File: src/rtl/fetch_unit_if.sv
// Fetch-side bus bundle: instruction-memory request/response, queue write port and redirect input.
// Handshake: a request transfers on a cycle where imem_req && imem_ready are both high; imem_rvalid returns in order, one beat per accepted request.
interface fetch_unit_if;
    logic        fetch_en;
    logic        redirect_valid;
    logic [63:0] redirect_pc;
    logic        imem_req;
    logic [63:0] imem_addr;
    logic        imem_ready;
    logic        imem_rvalid;
    logic [31:0] imem_rdata;
    logic        q_wr_en;
    logic [31:0] q_inst;
    logic [63:0] q_incr_pc;
    logic        q_full;
    logic        q_flush;

    modport master (
        input  fetch_en, redirect_valid, redirect_pc, imem_ready, imem_rvalid, imem_rdata, q_full,
        output imem_req, imem_addr, q_wr_en, q_inst, q_incr_pc, q_flush
    );

    modport slave (
        output fetch_en, redirect_valid, redirect_pc, imem_ready, imem_rvalid, imem_rdata, q_full,
        input  imem_req, imem_addr, q_wr_en, q_inst, q_incr_pc, q_flush
    );
endinterface

File: src/rtl/fetch_unit.sv
// Instruction fetch stage: one outstanding imem request, pushes {inst, pc+4} into the queue,
// holds on queue-full, squashes in-flight work and flushes the queue on redirect.
module fetch_unit #(
    parameter logic [63:0] RESET_PC = 64'h0000_0000_0000_0000
) (
    input  logic          clk,
    input  logic          rst,
    fetch_unit_if.master  bus,
    output logic [1:0]    dbg_state
);
    typedef enum logic [1:0] {IDLE = 2'd0, REQ = 2'd1, WAIT = 2'd2, HOLD = 2'd3} state_t;

    state_t      state;
    logic [63:0] pc;
    logic [63:0] req_pc;
    logic [31:0] hold_inst;
    logic        squash;
    logic        flush_r;

    logic        req;
    logic        accept;
    logic [63:0] target;
    logic        wr_en;
    logic [31:0] inst;
    logic [63:0] incr_pc;

    assign req    = (state == REQ) && bus.fetch_en;
    assign accept = req && bus.imem_ready;
    assign target = bus.redirect_pc & ~64'h3;

    // Queue writes are combinational from the response so a non-full queue sees zero latency.
    always_comb begin
        wr_en   = 1'b0;
        inst    = 32'h0;
        incr_pc = 64'h0;
        if (!bus.redirect_valid) begin
            if (state == WAIT && bus.imem_rvalid && !squash && !bus.q_full) begin
                wr_en = 1'b1;
                inst  = bus.imem_rdata;
            end else if (state == HOLD && !bus.q_full) begin
                wr_en = 1'b1;
                inst  = hold_inst;
            end
        end
        if (wr_en) begin
            incr_pc = req_pc + 64'd4;
        end
    end

    always_ff @(posedge clk) begin
        if (rst) begin
            state     <= IDLE;
            pc        <= RESET_PC;
            req_pc    <= 64'h0;
            hold_inst <= 32'h0;
            squash    <= 1'b0;
            flush_r   <= 1'b0;
        end else begin
            flush_r <= bus.redirect_valid && (state != IDLE);
            case (state)
                IDLE: state <= REQ;
                REQ: begin
                    if (accept) begin
                        req_pc <= pc;
                        pc     <= pc + 64'd4;
                        state  <= WAIT;
                    end
                    if (bus.redirect_valid) begin
                        pc <= target;
                        if (accept) squash <= 1'b1;
                    end
                end
                WAIT: begin
                    if (bus.redirect_valid) begin
                        pc <= target;
                        if (bus.imem_rvalid) begin
                            squash <= 1'b0;
                            state  <= REQ;
                        end else begin
                            squash <= 1'b1;
                        end
                    end else if (bus.imem_rvalid) begin
                        if (squash) begin
                            squash <= 1'b0;
                            state  <= REQ;
                        end else if (!bus.q_full) begin
                            state <= REQ;
                        end else begin
                            hold_inst <= bus.imem_rdata;
                            state     <= HOLD;
                        end
                    end
                end
                HOLD: begin
                    if (bus.redirect_valid) begin
                        pc    <= target;
                        state <= REQ;
                    end else if (!bus.q_full) begin
                        state <= REQ;
                    end
                end
                default: state <= IDLE;
            endcase
        end
    end

    assign bus.imem_req  = req;
    assign bus.imem_addr = (state == REQ) ? pc : 64'h0;
    assign bus.q_wr_en   = wr_en;
    assign bus.q_inst    = inst;
    assign bus.q_incr_pc = incr_pc;
    assign bus.q_flush   = flush_r;
    assign dbg_state     = state;
endmodule

File: src/flat_wrapper.sv
// flat-port wrapper written by rule: the top's interface ports become plain ports
module fetch_unit_flat 
#(
    parameter logic [63:0] RESET_PC = 64'h0000_0000_0000_0000
)
  (clk, rst, dbg_state, bus_fetch_en, bus_redirect_valid, bus_redirect_pc, bus_imem_ready, bus_imem_rvalid, bus_imem_rdata, bus_q_full, bus_imem_req, bus_imem_addr, bus_q_wr_en, bus_q_inst, bus_q_incr_pc, bus_q_flush);
  fetch_unit_if bus_i ();
  input  logic clk;
  input  logic rst;
  output logic [1:0] dbg_state;
  input wire logic [$bits(bus_i.fetch_en)-1:0] bus_fetch_en;
  input wire logic [$bits(bus_i.redirect_valid)-1:0] bus_redirect_valid;
  input wire logic [$bits(bus_i.redirect_pc)-1:0] bus_redirect_pc;
  input wire logic [$bits(bus_i.imem_ready)-1:0] bus_imem_ready;
  input wire logic [$bits(bus_i.imem_rvalid)-1:0] bus_imem_rvalid;
  input wire logic [$bits(bus_i.imem_rdata)-1:0] bus_imem_rdata;
  input wire logic [$bits(bus_i.q_full)-1:0] bus_q_full;
  output wire logic [$bits(bus_i.imem_req)-1:0] bus_imem_req;
  output wire logic [$bits(bus_i.imem_addr)-1:0] bus_imem_addr;
  output wire logic [$bits(bus_i.q_wr_en)-1:0] bus_q_wr_en;
  output wire logic [$bits(bus_i.q_inst)-1:0] bus_q_inst;
  output wire logic [$bits(bus_i.q_incr_pc)-1:0] bus_q_incr_pc;
  output wire logic [$bits(bus_i.q_flush)-1:0] bus_q_flush;
  assign bus_i.fetch_en = bus_fetch_en;
  assign bus_i.redirect_valid = bus_redirect_valid;
  assign bus_i.redirect_pc = bus_redirect_pc;
  assign bus_i.imem_ready = bus_imem_ready;
  assign bus_i.imem_rvalid = bus_imem_rvalid;
  assign bus_i.imem_rdata = bus_imem_rdata;
  assign bus_i.q_full = bus_q_full;
  assign bus_imem_req = bus_i.imem_req;
  assign bus_imem_addr = bus_i.imem_addr;
  assign bus_q_wr_en = bus_i.q_wr_en;
  assign bus_q_inst = bus_i.q_inst;
  assign bus_q_incr_pc = bus_i.q_incr_pc;
  assign bus_q_flush = bus_i.q_flush;
  fetch_unit #(.RESET_PC(RESET_PC)) u_core (.clk(clk), .rst(rst), .bus(bus_i), .dbg_state(dbg_state));
endmodule
File: config.mk
export PLATFORM = sky130hd
export DESIGN_NAME = fetch_unit_flat
export DESIGN_NICKNAME = d
export VERILOG_FILES = /design/src/rtl/fetch_unit_if.sv /design/src/rtl/fetch_unit.sv /design/src/flat_wrapper.sv
export SDC_FILE = /design/constraint.sdc
export NUM_CORES = 1
export LEC_CHECK = 0
export CORE_MARGIN = 4
export CORE_UTILIZATION = 51
export CTS_CLUSTER_DIAMETER = 40
export DETAILED_ROUTE_END_ITERATION = 10
export DONT_BUFFER_PORTS = 1
export GPL_TIMING_DRIVEN = 1
export PLACE_DENSITY = 0.66
export SYNTH_ARGS = -nofsm -noshare
export SYNTH_HDL_FRONTEND = slang
export SYNTH_SLANG_ARGS = --single-unit
File: constraint.sdc
create_clock -name clk -period 5.1 [get_ports clk]
set_clock_uncertainty 0.05 [all_clocks]
set_input_delay 0.51 -clock clk [delete_from_list [all_inputs] [get_ports clk]]
set_output_delay 0.51 -clock clk [all_outputs]
set_load 0.05 [all_outputs]
Yosys cells after proc, flatten, opt, wreduce, memory -nomap -nowiden --
Cells that the tools add are included. Widths: inputs -> output; s select.
Storage, ports and cells: output and inout port bits 165, bits in registers 164, input port bits 103
Operators by class: reductions and logical operators 19, $add $sub $neg 2, bitwise operators 2, eq/ne operators 10, muxes and demuxes 27
Operators by type and width (number):
- $mux 64 | 5
- $add 64x3->64 const B | 2
- $pmux 64 s2 | 1
- $mux 32 | 3
- $mux 2 | 8
- $mux 1 | 8
- $pmux 2 s4 | 1
- $logic_and 1x1->1 | 7
- $ne 3x3->1 const B | 2
- $reduce_and 3->1 | 2
- $reduce_bool 2->1 | 3
- $reduce_and 5->1 | 1
- $eq 2x2->1 const B | 2
- $ne 2x1->1 const B | 2
- $ne 2x2->1 const B | 2
- $reduce_and 4->1 | 1
- $ne 3x2->1 const B | 1
- $eq 2x1->1 const B | 1
- $logic_not 1->1 | 2
- $logic_not 2->1 | 1
- $not 1->1 | 2
- $pmux 1 s2 | 1
- $reduce_and 2->1 | 1
- $reduce_or 2->1 | 1

Logic depth before layout (Yosys ltp) --
depth after elaboration 7, depth in mapped cells 10, mapped depth without buffers 8

Least setup slack after synthesis --
OpenSTA, ideal clock, no wires.
path type register to output, start point register u_core.req_pc[30], end point output port bus_q_incr_pc[48], stages on the path, launching flop included 7, setup slack 1.749 ns, arrival time 2.791 ns, buffers on the path 1, cells stage by stage dfxtp_1 nand4_2 or4_4 or4_4 buf_6 or3_1 a21oi_1
On the way: longest elaborated chain between the ends 2
Ends and longest elaborated chain:
- start, declared | line fetch_unit.sv:15 | logic [63:0] req_pc;
- start signal, assigned | line fetch_unit.sv:64 | req_pc <= pc;
- $add 64x3->64 | line fetch_unit.sv:46 | incr_pc = req_pc + 64'd4;
- $mux 64 | line fetch_unit.sv:45 | if (wr_en) begin
- end, declared | line flat_wrapper.sv:22 | output wire logic [$bits(bus_i.q_incr_pc)-1:0] bus_q_incr_pc;
Every way passes these cells.

Worst setup path after layout --
start point register u_core.state[0] (netlist: u_core.dbg_state[0]), end point output port bus_q_incr_pc[26]
On the way: longest elaborated chain between the ends 7
Ends and longest elaborated chain:
- start, declared | line fetch_unit.sv:13 | state_t state;
- start signal, assigned | line fetch_unit.sv:52 | state <= IDLE;
- start signal, assigned | line fetch_unit.sv:61 | IDLE: state <= REQ;
- start signal, assigned | line fetch_unit.sv:66 | state <= WAIT;
- $eq 2x2->1 | line fetch_unit.sv:37 | if (state == WAIT && bus.imem_rvalid && !squash && !bus.q_full) begin
- $logic_and 1x1->1 (3 in series) | line fetch_unit.sv:37
- $mux 1 (*) | line fetch_unit.sv:37
- $mux 1 (*) | line fetch_unit.sv:36 | if (!bus.redirect_valid) begin
- named net bus_q_wr_en | line flat_wrapper.sv:20 | output wire logic [$bits(bus_i.q_wr_en)-1:0] bus_q_wr_en;
- $mux 64 (*) | line fetch_unit.sv:45
Mark *: on every way through the listed nets, which the timed path passes. The rest lies on a longest branch.

==> summary.md <==
| Metric | Value |
|---|---|
| Clock tree from TritonCTS | built |
| # fillers | just under 2000 |
| Max frequency | 0.2198 GHz |
| Number of synthesized flops with an enable pin | 0 |
| Endpoint of the worst hold path | u_core.pc[38]$_SDFFE_PP0P_ |
| Worst hold-check slack | approximately 0.090 ns |
| Number of nets still failing antenna checks after routing | 0 |
| Number of cells upsized or downsized after cts | 0 |
| Final min period | 4.549 ns |
| Final number of hold-violating endpoints | 0 |
| Met2 GRT Util | 0.4325 |
| Met3 Track Usage GR | 0.06333 |
| Maximum number of pins on one net before global-route repair | around 170 |
| TritonRoute pass-1 iters | 6 |
| Data arrival time of the critical path | 3.99 ns |
| Setup crit start kind | flop |
| Maximum clock path buffer count | 2 |
| Number of clock sinks seen by CTS | between 150 and 200 |
| Fraction of synthesized cell area taken by the top area cell type | 0.3004 |
| Most numerous cell in the Yosys netlist | sky130_fd_sc_hd__nand2_1 |
| Post-cts hold buffer count | 0 |
| Overall global routing resource usage | 0.2895 |
| Max Cap Violations | 0 |
| Proportion of synthesized chip area in sequential cells | 0.3004 |
| Cell type contributing the most total cell area after synthesis | sky130_fd_sc_hd__dfxtp_1 |
| Die extent in x | 152.6 µm |
| Buffers on Ports | 0 |
| DP HPWL | 25320 µm |
| Ports placed on the boundary | roughly 270 |
| DR vias | about 11000 |
| Clock network latency to the later pin of the worst-skew pair | approximately 0.44 ns |
| Cell class contributing the biggest share of worst-path delay | compound AO/OA/AOI/OAI gates |
| Count of state elements after synthesis | 160 |
| Initial detailed-routing violation count | roughly 1200 |
| Worst-path clk slew | 0.07 ns |
| Total number of H-tree levels | 4 |
| Slew Limit Headroom | 0.1460 |
| Area Growth Syn to Fin | 9.294% |
| Fraction of the cycle the final worst path needs | 0.8921 |
| Last weighted congestion value of the routability-driven placer | 0.9598 |
| Reg area | approximately 3200 µm² |
| CTS Root Buffer Type | sky130_fd_sc_hd__clkbuf_16 |
| Die ar. | around 23000 µm² |
| Area of the placeable core | 20430 µm² |
| # rows | 52 |
| Setup TNS | 0 ns |
| Starting utilization of the core area | 0.5219 |
| First-pass GRT wire length | ~56000 µm |
| Maximum fanout encountered on the critical timing path | 26 |
| Average wire per standard cell | approximately 20 µm |
| Post-CTS setup buffer count | 0 |
| Number of buffer and inverter stages on the critical path | 2 |
| Most utilized layer in the global route result | met2 |
| Primary FF master, synth | sky130_fd_sc_hd__dfxtp_1 |
| Run status | finished clean |
| Async SR Flop Fraction | 0 |
| Final max-slew violation count | 0 |
| DR vias/cell | around 6.4 |
| List of cells traversed by the critical path | inv_1, ha_1, and3b_1, o21ai_4, clkinv_1, nand2_1, a31oi_1, a41o_1 |
| Remaining routing DRC violations | 0 |
| Sort of element at the end of the critical path | primary output |
| Final setup fails | 0 |
| Worst Reg2Reg Path Length in Cells | 7 |
| Transition time of the tightest slew-check pin | between 1 and 1.5 ns |
| Number of instances in the synthesized netlist | around 1600 |
| Vertical die dimension | approximately 150 µm |
| Worst min-delay path startpoint | rst |
| Number of buffers inserted during clock tree synthesis | 17 |
| Peak supply drop | 0.2270 mV |
| Summed instance area of the synthesized netlist | 10660 µm² |
| Total area of multi-input combinational cells | 6822 µm² |
| LEAKAGE | around 3.5 nW |
| Ys Warns | 0 |
| Number of global-route vias before repair | 10030 |
| Cell depth of the worst hold path | 1 |
| M1 GR Usage | 0.4113 |
| Crit path required time | approximately 4.5 ns |
| Cells taking the most area after synthesis | sky130_fd_sc_hd__dfxtp_1, sky130_fd_sc_hd__nand2_1, sky130_fd_sc_hd__a21oi_1, sky130_fd_sc_hd__and2_1, sky130_fd_sc_hd__clkbuf_1 |
| Netlist cell types | 74 |
| Class of the worst hold path | primary input to flop |
| RSZ-0062 raised after global routing | false |
| Antenna violations before repair | 0 |
| Average footprint of a synthesized cell | between 6 and 7 µm² |
| Antenna cells | 0 |
| Launching point of the worst reg2reg path | u_core.dbg_state[0]$_SDFFE_PP0P_ |
| Highest cell delay on the worst timing path | roughly 0.79 ns |
| Crit path kind | flop to primary output |
| Endpoint of the lowest-slack register-to-register path | u_core.pc[50]$_SDFFE_PP0P_ |
| Top post-synthesis cells by count | sky130_fd_sc_hd__nand2_1, sky130_fd_sc_hd__a21oi_1, sky130_fd_sc_hd__dfxtp_1, sky130_fd_sc_hd__clkbuf_1, sky130_fd_sc_hd__nor2_1 |
| Critical Path Slowest Stage Cell | sky130_fd_sc_hd__dfxtp_1 |
| Congestion Overflow GR | 0 |
| Sum of routed wire length over all layers | 36290 µm |
| Share of layout cells above drive strength 1 | 0.09732 |
| Reg2Reg Setup Slack | ~1.3 ns |
| Power per cell area | 281.0 nW/µm² |
| # nets final | about 1600 |
==> metrics by stage <==
step / setup slack [ns] / total power [W] / cells / cell area, µm² / util
6_report: 0.5505 / 0.003275 / 1801 / 11650 / 0.5704
5_1_grt: 0.3351 / 0.003390 / 1801 / 11650 / 0.5704
4_1_cts: 0.5076 / 0.003278 / 1801 / 11650 / 0.5704
3_5_place_dp: 0.9814 / 0.001970 / 1769 / 11060 / 0.5412
3_3_place_gp: 1.016 / 0.001962 / 1769 / 11060 / 0.5412
2_1_floorplan: 1.749 / 0.001864 / 1565 / 10670 / -
==> worst register-to-register path, cell delays in order, from the launching register on <==
cell and delay, ns:
sky130_fd_sc_hd__dfxtp_1 0.79, sky130_fd_sc_hd__inv_1 0.16, sky130_fd_sc_hd__ha_1 0.31, sky130_fd_sc_hd__or3_2 0.95
sky130_fd_sc_hd__nor3_1 0.76, sky130_fd_sc_hd__nand2_1 0.09, sky130_fd_sc_hd__or4_1 0.41, sky130_fd_sc_hd__a31oi_1 0.17
==> cell type report <==
| cell class | instances | share of cell area |
|---|---|---|
| flip-flops and latches | 160 | 0.2749 |
| clock buffers | 17 | 0.03651 |
| clock inverters | 15 | 0.01460 |
| multi-input cells | 1231 | 0.5854 |
| well taps | 270 | 0.02899 |
| repair buffers | 77 | 0.04961 |
| inverters | 31 | 0.009986 |
==> metal layers <==
layer / vias up / wire [µm]
met5: - / 0
met2: 605 / 15780
met1: 5270 / 15920
li1: 5538 / -
met3: 82 / 3388
met4: 0 / 1197
==> flip-flops by register name, indices dropped and copies added, names as in the netlist <==
| register | flops |
|---|---|
| u_core.pc | 62 |
| u_core.dbg_state | 2 |
| u_core.hold_inst | 32 |
| u_core.req_pc | 62 |
| u_core.bus.q_flush | 1 |
| u_core.squash | 1 |
==> how the worst max path moves through the flow <==
stage / start / end / slack [ns] / cells after the start
after detailed placement: u_core.dbg_state[0]$_SDFFE_PP0P_ / bus_q_incr_pc[26] / 0.98 / 8
after floorplan: u_core.req_pc[30]$_SDFFE_PP0P_ / bus_q_incr_pc[48] / 1.75 / 6
after global placement: u_core.dbg_state[0]$_SDFFE_PP0P_ / bus_q_incr_pc[26] / 1.02 / 8
after global routing: u_core.dbg_state[0]$_SDFFE_PP0P_ / bus_q_incr_pc[22] / 0.34 / 8
after CTS: u_core.dbg_state[0]$_SDFFE_PP0P_ / bus_q_incr_pc[26] / 0.51 / 8
final: u_core.dbg_state[0]$_SDFFE_PP0P_ / bus_q_incr_pc[26] / 0.55 / 8
==> layout by cell type (no fill, tap or decap), types with 20 or more instances in the layout <==
cell type and instances:
sky130_fd_sc_hd__a21oi_1 195, sky130_fd_sc_hd__and2_1 72, sky130_fd_sc_hd__buf_4 77, sky130_fd_sc_hd__dfxtp_1 160
sky130_fd_sc_hd__inv_1 30, sky130_fd_sc_hd__nand2_1 342, sky130_fd_sc_hd__nand3_1 58, sky130_fd_sc_hd__nand4_1 71
sky130_fd_sc_hd__nor2_1 82, sky130_fd_sc_hd__nor3_1 35, sky130_fd_sc_hd__nor4_1 33, sky130_fd_sc_hd__o21ai_0 39
sky130_fd_sc_hd__or3_1 20, sky130_fd_sc_hd__or4_1 25
==> where the power goes <==
| group | leakage (nW) | internal, W | switching (W) |
|---|---|---|---|
| clock network | 0.294 | 0.000738 | 0.000581 |
| registers | 1.30 | 0.00131 | 0.000158 |
| logic | 1.90 | 0.000137 | 0.000346 |
| total | 3.49 | 0.00219 | 0.00109 |
==> logic make-up after synthesis <==
group	Yosys count	synth area share
DFF	160	0.3004
AOI/OAI and AO/OA	374	0.2162
xor gates and xnor gates	22	0.01807
other	1	0.0003517
buffers and inverters	174	0.06537
muxes	9	0.008802
and+or+nand+nor	816	0.3838
adders and majority gates	6	0.007041
Note: power is estimated with default switching activity, not from simulation.
